File: config.mk
export PLATFORM = sky130hd
export DESIGN_NAME = arbitro_pcie_vc
export DESIGN_NICKNAME = d
export VERILOG_FILES = /design/src/rtl/pcie_arb_pkg.sv /design/src/rtl/rr_prioridad4.sv /design/src/rtl/arbitro_pcie_vc.sv
export SDC_FILE = /design/constraint.sdc
export NUM_CORES = 1
export LEC_CHECK = 0
export BUFFER_PORTS_ARGS = -buffer_cell sky130_fd_sc_hd__buf_2
export CAP_MARGIN = 25
export CORE_MARGIN = 4
export CORE_UTILIZATION = 40
export DETAILED_ROUTE_END_ITERATION = 8
export GPL_ROUTABILITY_DRIVEN = 0
export PLACE_DENSITY = 0.78
export SYNTH_ARGS = -nofsm -noshare
export SYNTH_HDL_FRONTEND = slang
export SYNTH_SLANG_ARGS = --single-unit
File: constraint.sdc
create_clock -name clk -period 3 [get_ports clk]
set_input_delay 0 -clock clk [delete_from_list [all_inputs] [get_ports clk]]
set_output_delay 0 -clock clk [all_outputs]
set_load 0.03 [all_outputs]
File: src/rtl/pcie_arb_pkg.sv
// Shared definitions for the PCIe virtual-channel arbiter.
//   DATA_WIDTH         : width of every FIFO word
//   NUM_VC             : number of input/output FIFOs (fixed at 4)
//   DEST_MSB/DEST_LSB  : destination field inside a head word
//   state_e            : FSM state encoding, visible on the estado port
package pcie_arb_pkg;

  localparam int DATA_WIDTH = 12;
  localparam int NUM_VC     = 4;
  localparam int DEST_MSB   = 11;
  localparam int DEST_LSB   = 10;

  typedef enum logic [2:0] {
    ST_RESET  = 3'd0,
    ST_INIT   = 3'd1,
    ST_IDLE   = 3'd2,
    ST_ACTIVE = 3'd3,
    ST_ERROR  = 3'd4
  } state_e;

endpackage

File: src/rtl/rr_prioridad4.sv
// Combinational 4-way rotating priority encoder.
//   request[3:0]    : one bit per requester (1 = wants service)
//   last_grant[1:0] : index served most recently; it gets the lowest priority
//   valid           : at least one request is pending
//   grant_idx[1:0]  : first requester found at last_grant+1, +2, +3, +4 (mod 4)
module rr_prioridad4 (
  input  logic [3:0] request,
  input  logic [1:0] last_grant,
  output logic       valid,
  output logic [1:0] grant_idx
);

  logic [1:0] idx;

  // Walk from the farthest offset to the nearest so the nearest requester
  // is the last assignment and therefore wins.
  always_comb begin
    valid     = |request;
    grant_idx = 2'd0;
    idx       = 2'd0;
    for (int k = 4; k >= 1; k--) begin
      idx = last_grant + k[1:0];
      if (request[idx]) grant_idx = idx;
    end
  end

endmodule

File: src/rtl/arbitro_pcie_vc.sv
// Transaction-layer arbiter: moves words from four input virtual-channel
// FIFOs to four output FIFOs. The source is chosen round-robin, the
// destination comes from the head word's [11:10] field, and output
// almost-full flags stall the arbiter (head-of-line, no VC skipping).
// Also owns the FIFO threshold configuration and a sticky overflow error.
// Ports:
//   clk, reset              : clock, synchronous active-high reset
//   init, umbral_L/H        : threshold load request and values
//   in_empty, in_data       : input FIFO empty flags and head words
//   out_almost_full/full    : output FIFO status flags
//   pop                     : one-hot read strobe (combinational, same cycle)
//   push, data_out          : one-hot write strobe and word (one cycle later)
//   umbral_L_cfg/H_cfg      : latched thresholds for all FIFOs
//   estado, idle/active/error : FSM state and decoded flags
module arbitro_pcie_vc #(
  parameter int DATA_WIDTH   = pcie_arb_pkg::DATA_WIDTH,
  parameter int UMBRAL_WIDTH = 8,
  parameter int NUM_VC       = pcie_arb_pkg::NUM_VC
) (
  input  logic                         clk,
  input  logic                         reset,
  input  logic                         init,
  input  logic [UMBRAL_WIDTH-1:0]      umbral_L,
  input  logic [UMBRAL_WIDTH-1:0]      umbral_H,
  input  logic [NUM_VC-1:0]            in_empty,
  input  logic [NUM_VC*DATA_WIDTH-1:0] in_data,
  input  logic [NUM_VC-1:0]            out_almost_full,
  input  logic [NUM_VC-1:0]            out_full,
  output logic [NUM_VC-1:0]            pop,
  output logic [NUM_VC-1:0]            push,
  output logic [DATA_WIDTH-1:0]        data_out,
  output logic [UMBRAL_WIDTH-1:0]      umbral_L_cfg,
  output logic [UMBRAL_WIDTH-1:0]      umbral_H_cfg,
  output logic [2:0]                   estado,
  output logic                         idle,
  output logic                         active,
  output logic                         error
);

  import pcie_arb_pkg::*;

  state_e                  state_q;
  logic [1:0]              last_grant_q;
  logic [NUM_VC-1:0]       push_q;
  logic [DATA_WIDTH-1:0]   data_q;
  logic [UMBRAL_WIDTH-1:0] umbral_l_q;
  logic [UMBRAL_WIDTH-1:0] umbral_h_q;

  logic                    cand_vld;
  logic [1:0]              cand_idx;
  logic [DATA_WIDTH-1:0]   head_w [NUM_VC];
  logic [DATA_WIDTH-1:0]   head_sel;
  logic [1:0]              dest;
  logic                    ovf;
  logic                    grant;

  for (genvar g = 0; g < NUM_VC; g++) begin : g_head
    assign head_w[g] = in_data[g*DATA_WIDTH +: DATA_WIDTH];
  end

  rr_prioridad4 u_rr (
    .request    (~in_empty),
    .last_grant (last_grant_q),
    .valid      (cand_vld),
    .grant_idx  (cand_idx)
  );

  assign head_sel = head_w[cand_idx];
  assign dest     = head_sel[DEST_MSB:DEST_LSB];

  // A push registered last cycle landing on a full FIFO is an overflow.
  assign ovf = |(push_q & out_full);

  // Grant only in ACTIVE and only when nothing of higher priority (reset,
  // overflow, reconfiguration) claims this edge. A stalled head blocks the
  // whole arbiter rather than letting another VC overtake it.
  assign grant = (state_q == ST_ACTIVE) && !reset && !ovf && !init &&
                 cand_vld && !out_almost_full[dest];

  assign pop = grant ? (NUM_VC'(1) << cand_idx) : '0;

  always_ff @(posedge clk) begin
    if (reset) begin
      state_q      <= ST_RESET;
      last_grant_q <= 2'd3;
      push_q       <= '0;
      data_q       <= '0;
      umbral_l_q   <= '0;
      umbral_h_q   <= '0;
    end else begin
      push_q <= '0;
      if (grant) begin
        push_q       <= NUM_VC'(1) << dest;
        data_q       <= head_sel;
        last_grant_q <= cand_idx;
      end

      // Thresholds follow init in any live state, so the value present on
      // the last init=1 edge is what is held afterwards; frozen in ERROR.
      if (init && !ovf && state_q != ST_ERROR) begin
        umbral_l_q <= umbral_L;
        umbral_h_q <= umbral_H;
      end

      case (state_q)
        ST_RESET:  state_q <= ST_INIT;
        ST_INIT: begin
          if (ovf)        state_q <= ST_ERROR;
          else if (!init) state_q <= ST_IDLE;
        end
        ST_IDLE: begin
          if (ovf)                  state_q <= ST_ERROR;
          else if (init)            state_q <= ST_INIT;
          else if (in_empty != '1)  state_q <= ST_ACTIVE;
        end
        ST_ACTIVE: begin
          if (ovf)                             state_q <= ST_ERROR;
          else if (init)                       state_q <= ST_INIT;
          else if (!grant && in_empty == '1)   state_q <= ST_IDLE;
        end
        ST_ERROR:  state_q <= ST_ERROR;
        default:   state_q <= ST_ERROR;
      endcase
    end
  end

  assign push         = push_q;
  assign data_out     = data_q;
  assign umbral_L_cfg = umbral_l_q;
  assign umbral_H_cfg = umbral_h_q;
  assign estado       = state_q;
  assign idle         = (state_q == ST_IDLE);
  assign active       = (state_q == ST_ACTIVE);
  assign error        = (state_q == ST_ERROR);

endmodule

# Word-level counts from Yosys, hierarchy flattened
# Index checks and enable logic that the tools add are counted.
# W data, S select, Z words.
[word_totals] elab_cells=76 ff_bits=37
[classes] n_reduce_logical=18 n_bitwise=4 addsub=3 muxes=27 n_eq_ne=10 order_cmp=6 shift=2
[op_table] op="$bmux W12 S2" n=1
[op_table] op="$mux W12" n=2
[op_table] op="$mux W3" n=8
[op_table] op="$lt A2 B3 Y1 const B" n=5
[op_table] op="$pmux W3 S4" n=1
[op_table] op="$bmux W1 S2" n=5
[op_table] op="$logic_and A1 B1 Y1" n=8
[op_table] op="$mux W2" n=4
[op_table] op="$ne A4 B2 Y1 const B" n=2
[op_table] op="$reduce_or A4 Y1" n=2
[op_table] op="$shl A1 B2 Y4 const A" n=2
[op_table] op="$eq A3 B2 Y1 const B" n=2
[op_table] op="$ne A3 B3 Y1 const B" n=2
[op_table] op="$logic_not A1 Y1" n=5
[op_table] op="$mux W1" n=5
[op_table] op="$add A2 B2 Y2 const B" n=2
[op_table] op="$and A4 B4 Y4" n=1
[op_table] op="$eq A4 B4 Y1 const B" n=1
[op_table] op="$mux W4" n=1
[op_table] op="$ne A4 B4 Y1 const B" n=1
[op_table] op="$not A4 Y4" n=1
[op_table] op="$eq A3 B1 Y1 const B" n=1
[op_table] op="$eq A3 B3 Y1 const B" n=1
[op_table] op="$ge A3 B3 Y1 const B" n=1
[op_table] op="6 further kinds" n=6

# Depth between registers and ports, before layout
# Gate-level depths: netlist of the first run.
[depth] ltp_word=21 ltp_mapped=11 mapped_depth_nobuf=7

# Hierarchy
# A second synthesis of the first run with hierarchy kept.
[unflattened] cells_unflattened=195 hier_area_um2=1959.4
[by_module_without_submodules] module="arbitro_pcie_vc" cells_per_inst=181 seq_area_each_um2=740.7 area_each_um2=1868.0 instances=1
[by_module_without_submodules] module="rr_prioridad4" cells_per_inst=14 seq_area_each_um2=0.0 area_each_um2=91.3 instances=1

# Least setup slack after synthesis of the first run
# Ideal clock, no wire load.
[synth_path] kind="reg2out" startpoint="register state_q[1] (netlist: estado[1])" endpoint="output port pop[0]" t_required_ns=3.000 path_buffers=2 arrival_ns=2.510 path_slack_ns=0.490 stages_incl_launch_ff=9 path_cell_list="dfxtp_1 and3b_1 nand2_1 nor4_1 or3b_4 o22a_1 buf_6 buf_8 nor3_2"
[synth_between] elab_chain_cells=7
[synth_lines] element="start: declaration" line_no="arbitro_pcie_vc.sv:42" text="state_e state_q;"
[synth_lines] element="start signal: assignment" line_no="arbitro_pcie_vc.sv:84" text="state_q <= ST_RESET;"
[synth_lines] element="start signal: assignment" line_no="arbitro_pcie_vc.sv:106" text="ST_RESET: state_q <= ST_INIT;"
[synth_lines] element="start signal: assignment" line_no="arbitro_pcie_vc.sv:108" text="if (ovf) state_q <= ST_ERROR;"
[synth_lines] element="$eq A3 B2 Y1"
[synth_lines] element="via active" line_no="arbitro_pcie_vc.sv:36" text="output logic active,"
[synth_lines] element="$logic_and A1 B1 Y1 (4 in a row)" line_no="arbitro_pcie_vc.sv:77" text="assign grant = (state_q == ST_ACTIVE) && !reset && !ovf && !init &&"
[synth_lines] element="$logic_and A1 B1 Y1" line_no="arbitro_pcie_vc.sv:78" text="cand_vld && !out_almost_full[dest];"
[synth_lines] element="$mux W4" line_no="arbitro_pcie_vc.sv:80" text="assign pop = grant ? (NUM_VC'(1) << cand_idx) : '0;"
[synth_lines] element="end: declaration" line_no="arbitro_pcie_vc.sv:29" text="output logic [NUM_VC-1:0] pop,"
# The timed path passes the listed nets, and every way through them passes these cells.

# Worst setup path after layout of the first run
[layout_path] startpoint="register last_grant_q[1]" endpoint="output port pop[2]"
[layout_between] elab_chain_cells=15
[layout_lines] element="start: declaration" line_no="arbitro_pcie_vc.sv:43" text="logic [1:0] last_grant_q;"
[layout_lines] element="start signal: assignment" line_no="arbitro_pcie_vc.sv:95" text="last_grant_q <= cand_idx;"
[layout_lines] element="$add A2 B2 Y2 / $bmux W1 S2 (equally long branches)" line_no="rr_prioridad4.sv:22, rr_prioridad4.sv:23"
[layout_lines] element="$bmux W1 S2 / $mux W1 (equally long branches)" line_no="rr_prioridad4.sv:23" text="if (request[idx]) grant_idx = idx;"
[layout_lines] element="$mux W1 (implied by the code) / $mux W2 (equally long branches)" line_no="rr_prioridad4.sv:23"
[layout_lines] element="$mux W2 (2 in a row)" line_no="rr_prioridad4.sv:23"
[layout_lines] element="$mux W2 *" line_no="rr_prioridad4.sv:23"
[layout_lines] element="$not A2 Y3 (implied by the code)" line_no="arbitro_pcie_vc.sv:68" text="assign head_sel = head_w[cand_idx];"
[layout_lines] element="$bmux W12 S2" line_no="arbitro_pcie_vc.sv:68"
[layout_lines] element="$mux W12 (implied by the code) (2 in a row)" line_no="arbitro_pcie_vc.sv:68"
[layout_lines] element="$bmux W1 S2" line_no="arbitro_pcie_vc.sv:78"
[layout_lines] element="$mux W1 (implied by the code)" line_no="arbitro_pcie_vc.sv:78"
[layout_lines] element="$logic_not A1 Y1" line_no="arbitro_pcie_vc.sv:78"
[layout_lines] element="$logic_and A1 B1 Y1" line_no="arbitro_pcie_vc.sv:78"
[layout_lines] element="$mux W4 *" line_no="arbitro_pcie_vc.sv:80"
# Every way passes the cells marked *; elsewhere a longest branch is shown, timed or not. The select of a mux whose other input is x is not followed.

==> metrics.md, run 1 <==
| Metric | Value |
|---|---|
| Top cells by area, synth | `dfxtp_1 (34%), mux2i_1 (12%), nand2_1 (8.9%), nor2_1 (5.2%), mux2_4 (3.5%)` |
| Core area | `0.00517 mm2` |
| Mapped Nets | `341` |
| Worst Skew | `2.50 ps` |
| Max Clk Rate | `371 MHz` |
| Final Cycle Share | `0.898` |
| Critical path startpoint category | `flip-flop` |
| Final nets | `477` |
| Vias in the first global route | `2218` |
| Slowest Stage Delay on Critical Path | `490 ps` |
| Row cnt | `26` |
| Area leader, netlist | `dfxtp_1` |
| Top cell family by delay on the critical path | `simple AND/OR/NAND/NOR gates` |
| Clock root cell | `clkbuf_8` |
| GR Util met3 | `0.0377` |
| Distinct cells, synth | `49` |
| Ys flop type | `dfxtp_1` |
| Drt via density | `4.94` |
| WL/cell | `13.1 um` |
| Leakage power | `1.62 nW` |
| Top-area cell type share of the netlist area | `0.344` |
| Antenna cells | `0` |
| Fin Setup TNS | `0 ps` |
| Setup-failing EPs final | `0` |
| Longest Clk Path Bufs | `2` |
| Mapped cell area | `0.00215 mm2` |
| Vias post-DR | `2314` |
| Slowest-stage cell, CP | `dfxtp_1` |
| Total grt overflow | `0` |
| Largest net degree at the start of global routing | `40` |
| Seq cells post-synth | `37` |
| CP Class | `flip-flop to output pin` |
| CP endpoint kind | `output pin` |
| Tot GR Track Use | `0.181` |
| DRT Wirelength | `6130 um` |
| Detail Route Antenna Nets | `0` |
| Most frequent cells in the layout | `buf_2 (120), nand2_1 (51), dfxtp_1 (37)` |
| Die Span Y | `81.3 um` |
| Starting density of the core | `0.416` |
| Post-Syn Instances | `262` |
| Io pins | `121` |
| DRT iter0 DRCs | `86` |
| Die Wd | `81.3 um` |
| Hold crit path type | `primary input to flip-flop` |
| Clk pin slew, worst setup/hold paths | `70 ps` |
| Num CTS Buffers | `5` |
| DRC viols | `0` |
| Met2 Resource Use GR | `0.344` |
| Syn_area_per_cell | `8.21 um2` |
| RSZ-0062 raised after global routing | `no` |
| Post-synth EDFFs | `0` |
| Router iterations before antenna repair | `4` |
| First-pass GRT wire length | `9480 um` |
| Arr. time, crit path | `2700 ps` |
| GRT busiest layer | `met2` |
| Slew Limit Headroom | `0.332` |
| Tmin final | `2700 ps` |
| Initial antenna violation count | `0` |
| Worst path buffer plus inverter count | `1` |
| Clock sinks | `37` |
| Worst path cell trace | `nor2b_4 > o31a_1 > nand3_1 > and3_1 > or3b_4 > o22a_2 > nor3_2 > buf_2` |
| P&R area growth vs syn | `42.8%` |
| Ys Warns | `0` |
| Die ar. | `0.00661 mm2` |
| Later-pin clock latency in the skew report | `280 ps` |
| Status | `completed` |
| Final slew viol count | `0` |
| Setup bufs post-CTS | `0` |
| Ys async rst share | `0` |
| Final hold vios | `0` |
| Worst EP required | `3000 ps` |
| Max-cap violations | `0` |
| Detail Placement HPWL | `4610 um` |
| Placed cell count | `442` |
| Power Dens Cells | `371 mW/mm2` |
| Layout cell share with drive strength beyond 1 | `0.389` |
| Least-Margin Pin Slew | `998 ps` |
| CTS tree | `done` |
| Commonest non-fill, non-tap cell in the layout | `buf_2` |
| Peak supply drop | `0.000166 V` |
| Port bufs | `120` |
| Routing usage on met1 | `0.195` |
| H-tree levels | `2` |
| Crit-path max FO | `13` |
| Register area share after synthesis | `0.344` |
| Fin cells | `468` |
Yosys cell counts, types with 2 or more instances:
cell type,instances
dfxtp_1,37
buf_2,3
mux2_4,5
and3_1,5
nand4_1,5
clkbuf_1,8
or2_2,2
o211ai_1,2
a21oi_1,3
mux2i_1,25
nand4b_1,2
nor3_1,4
a22oi_1,2
inv_1,4
buf_6,2
o21ai_0,12
a211o_1,2
a311oi_1,3
buf_1,2
o21ai_1,2
nand3_1,10
nor2b_1,4
nand2_1,51
nand2b_1,8
nor4_1,3
nor3_2,4
nor2_1,30
through the flow:
stage	hold WS (ps)	total power, mW	instance area, um2	setup slack (ps)	utilization
2_1_floorplan	76.7	0.694	2150	490	-
3_3_place_gp	213	0.788	2790	350	0.540
3_5_place_dp	209	0.792	2790	224	0.540
4_1_cts	83.4	1.15	3070	134	0.594
5_1_grt	99.5	1.20	3070	148	0.594
6_report	86.0	1.14	3070	305	0.594
tightest hold or removal path: stages:
cell and delay [ps]:
buf_2 70, nand2_1 40, nand2_1 40, o21ai_0 60, mux2i_1 110
final timing paths:
path                                                   start                       end  slack (ps)  cells past startpoint
worst max register to register  last_grant_q[1]$_SDFFE_PP1P_  data_out[6]$_SDFFE_PP0P_         430                      8
worst min-delay path                             in_data[39]  data_out[3]$_SDFFE_PP0P_          90                      5
worst max-delay path            last_grant_q[1]$_SDFFE_PP1P_                    pop[2]         300                      8
worst min register to register      data_out[8]$_SDFFE_PP0P_  data_out[8]$_SDFFE_PP0P_         470                      2
registers in the layout (all words and copies together) (netlist names):
register / flops
last_grant_q: 2
umbral_H_cfg: 8
data_out: 12
push: 4
umbral_L_cfg: 8
estado: 3
layout make-up:
class,instances,area (um2)
Multi-Input combinational cell,205,1310
Inverter,4,15.0
Timing Repair Buffer,145,836
Sequential cell,37,741
Fill cell,471,2100
Clock buffer,7,86.3
Tap cell,70,87.6
where the power goes:
group / internal, mW / switching, mW / leakage, nW / total, mW
Sequential: 0.508 / 0.00973 / 0.302 / 0.518
Combinational: 0.129 / 0.155 / 1.27 / 0.284
Clock: 0.182 / 0.156 / 0.0443 / 0.338
cell families (layout without fill, tap and decap cells):
family                 after synthesis  after routing  synth area share
AOI/OAI and AO/OA                   37             37             0.134
DFF                                 37             37             0.344
and+or+nand+nor                    138            138             0.322
buffers and inverters               20            156            0.0489
muxes                               30             30             0.151
repair_timing:
action                                  in CTS  in global routing
endpoints found under the hold margin       19                  0
hold buffers                                19                  0
endpoints found under the setup margin       0                  9
resized for setup                            0                  1
per-layer routing:
metal	wire, um	up-vias
li1	-	1181
met3	380	10
met2	3100	88
met4	108	0
met5	0	-
met1	2530	1035
Power figures use the tool's default switching activity.
==> run 2: changes to the inputs <==
--- a/config.mk
+++ b/config.mk
@@ -11,7 +11,8 @@
 export CORE_UTILIZATION = 40
 export DETAILED_ROUTE_END_ITERATION = 8
 export GPL_ROUTABILITY_DRIVEN = 0
-export PLACE_DENSITY = 0.78
+export PLACE_DENSITY = 0.79
 export SYNTH_ARGS = -nofsm -noshare
 export SYNTH_HDL_FRONTEND = slang
+export SYNTH_HIERARCHICAL = 1
 export SYNTH_SLANG_ARGS = --single-unit
==> run 2 against run 1 <==
Worst setup slack got worse by 110 ps. Critical path type unchanged. First-iteration DRC count fell by 5.8%. Design area fell by 6.2%. Non-clock buffer count fell by 2. Critical path depth rose by 1. Highest routed layer unchanged. Cell count fell by 15%. Largest power group unchanged.
==> metrics.md, run 2 <==
| Metric | Value |
|---|---|
| Clock root cell | `clkbuf_8` |
| Top cells by area, synth | `dfxtp_1 (38%), mux2i_1 (11%), mux4_1 (9.4%), mux4_2 (5.7%), nor2_1 (5.2%)` |
| Clock sinks | `37` |
| Io pins | `121` |
| Synth cell count leaders | `dfxtp_1 (37), nor2_1 (27), mux2i_1 (21)` |
| CP Class | `flip-flop to output pin` |
| Longest Clk Path Bufs | `2` |
| RSZ-0062 raised after global routing | `no` |
| Worst path cell trace | `nand2b_1 > a21oi_2 > o221ai_4 > mux4_2 > mux2i_4 > mux2_4 > nand2_1 > nor3_1 > buf_2` |
| Detail Placement HPWL | `4410 um` |
| Worst Skew | `9.21 ps` |
| Row cnt | `25` |
| Leakage power | `1.42 nW` |
| Most frequent cells in the layout | `buf_2 (120), dfxtp_1 (36), nor2_1 (27)` |
| Clk pin slew, worst setup/hold paths | `70 ps` |
| Worst Hold End | `estado[0]$_SDFFE_PP0P_` |
| Hold path start | `in_empty[0]` |
| Final setup margin | `199 ps` |
| Vias post-DR | `2038` |
| End of the worst register-to-register path | `data_out[5]$_SDFFE_PP0P_` |
| Distinct cells, synth | `39` |
| Least-Margin Pin Slew | `871 ps` |
| Detail Route Antenna Nets | `0` |
| Commonest non-fill, non-tap cell in the layout | `buf_2` |
| DRC viols | `0` |
| Critical path startpoint category | `flip-flop` |
| Final hold vios | `0` |
| Later-pin clock latency in the skew report | `280 ps` |
| Largest net degree at the start of global routing | `33` |
| Hold depth | `4` |
| Status | `completed` |
| H-tree levels | `2` |
| Starting density of the core | `0.415` |
| Fin Setup TNS | `0 ps` |
| Mapped Nets | `274` |
| Placed cell count | `372` |
| Final slew viol count | `0` |
| Router iterations before antenna repair | `4` |
| Seq cells post-synth | `37` |
| CTS tree | `done` |
| Setup-failing EPs final | `0` |
| Max reg flops | `12` |
| Post-synth EDFFs | `0` |
| Fin cells | `400` |
| Tmin final | `2800 ps` |
| Register area share after synthesis | `0.378` |
| Tot GR Track Use | `0.191` |
| Max Clk Rate | `357 MHz` |
| Final nets | `411` |
| Drt via density | `5.10` |
| Layout cell share with drive strength beyond 1 | `0.441` |
| Top-area cell type share of the netlist area | `0.378` |
| Vias in the first global route | `2024` |
| Mapped cell area | `0.00196 mm2` |
| Register-to-register setup slack | `280 ps` |
| DRT Wirelength | `5940 um` |
| Hold crit path type | `primary input to flip-flop` |
| Final Cycle Share | `0.934` |
| Num CTS Buffers | `5` |
| Port bufs | `120` |
| Slowest Stage Delay on Critical Path | `660 ps` |
| Top-count cell post-synth | `dfxtp_1` |
| Slew Limit Headroom | `0.420` |
| Die ar. | `0.00608 mm2` |
| Area leader, netlist | `dfxtp_1` |
| Antenna cells | `0` |
| First-pass GRT wire length | `9340 um` |
| Post-Syn Instances | `195` |
| Worst EP required | `3000 ps` |
| DRT iter0 DRCs | `81` |
| Ys Warns | `6` |
| CP endpoint kind | `output pin` |
| Syn_area_per_cell | `10.0 um2` |
| Initial antenna violation count | `0` |
| Ys flop type | `dfxtp_1` |
| WL/cell | `14.9 um` |
| Crit-path max FO | `7` |
| Pre-CTS setup slack | `80.1 ps` |
| Peak supply drop | `0.000154 V` |
| Max-cap violations | `0` |
| Worst r2r src | `last_grant_q[1]$_SDFFE_PP1P_` |
| Power, Total | `1.17 mW` |
| P&R area growth vs syn | `47.0%` |
| Worst R2R Path Depth | `8` |
| Arr. time, crit path | `2800 ps` |
| Slowest-stage cell, CP | `mux4_2` |
| Ys async rst share | `0` |
| Die Wd | `78.0 um` |
| Core area | `0.00472 mm2` |
| Total grt overflow | `0` |
| Die Span Y | `78.0 um` |
| Power Dens Cells | `405 mW/mm2` |
[run 2: cell count changes in the layout (fill, tap and decap cells not counted), moves of 6 or more]
| cell | previous run | this run |
|---|---|---|
| a21oi_1 | 3 | 15 |
| mux2i_1 | 25 | 18 |
| mux4_1 | 0 | 6 |
| mux4_2 | 0 | 6 |
| nand2_1 | 51 | 3 |
| o21ai_0 | 12 | 2 |
| o21ai_1 | 2 | 10 |
[run 2: critical path, delay by kind of cell, from the launching register on]
kind | cells | cell delay [ps]
and+or+nand+nor | 3 | 460
DFF | 1 | 400
buffers and inverters | 1 | 220
muxes | 3 | 1120
AOI/OAI and AO/OA | 2 | 320
[run 2: cell families (layout without fill, tap and decap cells)]
family,after synthesis,count (layout),synth area share
AND/OR/NAND/NOR,66,66,0.168
AO/OA/AOI/OAI,37,37,0.112
flip-flops,37,37,0.378
multiplexers,34,34,0.266
buffers and inverters,21,159,0.0754
[run 2: repair_timing]
action,in CTS,in global routing
gates resized for setup,0,8
hold buffers,17,0
setup buffers,0,3
pin swaps,0,0
hold endpoints to repair,17,0
endpoints found under the setup margin,1,16
[run 2: cell type report]
class / count / area [um2]
clock inverter: 1 / 5.00
sequential: 37 / 742
timing repair buffer: 143 / 816
multi-input combinational: 137 / 1110
fill: 401 / 1840
inverter: 8 / 30.0
clock buffer: 7 / 96.3
tap: 67 / 83.8
[run 2: power by group]
group / switching, mW / internal [mW]
logic: 0.141 / 0.138
clock network: 0.163 / 0.207
registers: 0.00938 / 0.507
[run 2: worst max-delay path by stage]
stage                                 startpoint                        to  slack [ps]  depth (start not counted)
floorplan           last_grant_q[1]$_SDFFE_PP1P_                    pop[0]         360                          9
global placement    last_grant_q[1]$_SDFFE_PP1P_  data_out[5]$_SDFFE_PP0P_         200                          8
detailed placement  last_grant_q[1]$_SDFFE_PP1P_  data_out[5]$_SDFFE_PP0P_          80                          8
CTS                 last_grant_q[1]$_SDFFE_PP1P_                    pop[2]        -0.8                         10
global route        last_grant_q[1]$_SDFFE_PP1P_                    pop[0]          50                          9
finish              last_grant_q[1]$_SDFFE_PP1P_                    pop[1]         200                          9
[run 2: through the flow]
stage / hold WS (ps) / utilization / cell area [um2]
3_3_place_gp: 234 / 0.540 / 2550
5_1_grt: 158 / 0.610 / 2880
2_1_floorplan: 76.7 / - / 1960
4_1_cts: 113 / 0.597 / 2820
3_5_place_dp: 246 / 0.540 / 2550
6_report: 116 / 0.610 / 2880
[run 2: layer usage]
metal,global-route usage,part of all wire,routed length [um],vias up
li1,-,-,-,989
met1,0.226,0.44,2600,951
met5,0,0,0,-
met3,0.0464,0.074,439,6
met2,0.339,0.48,2840,92
met4,0.0577,0.0088,52,0
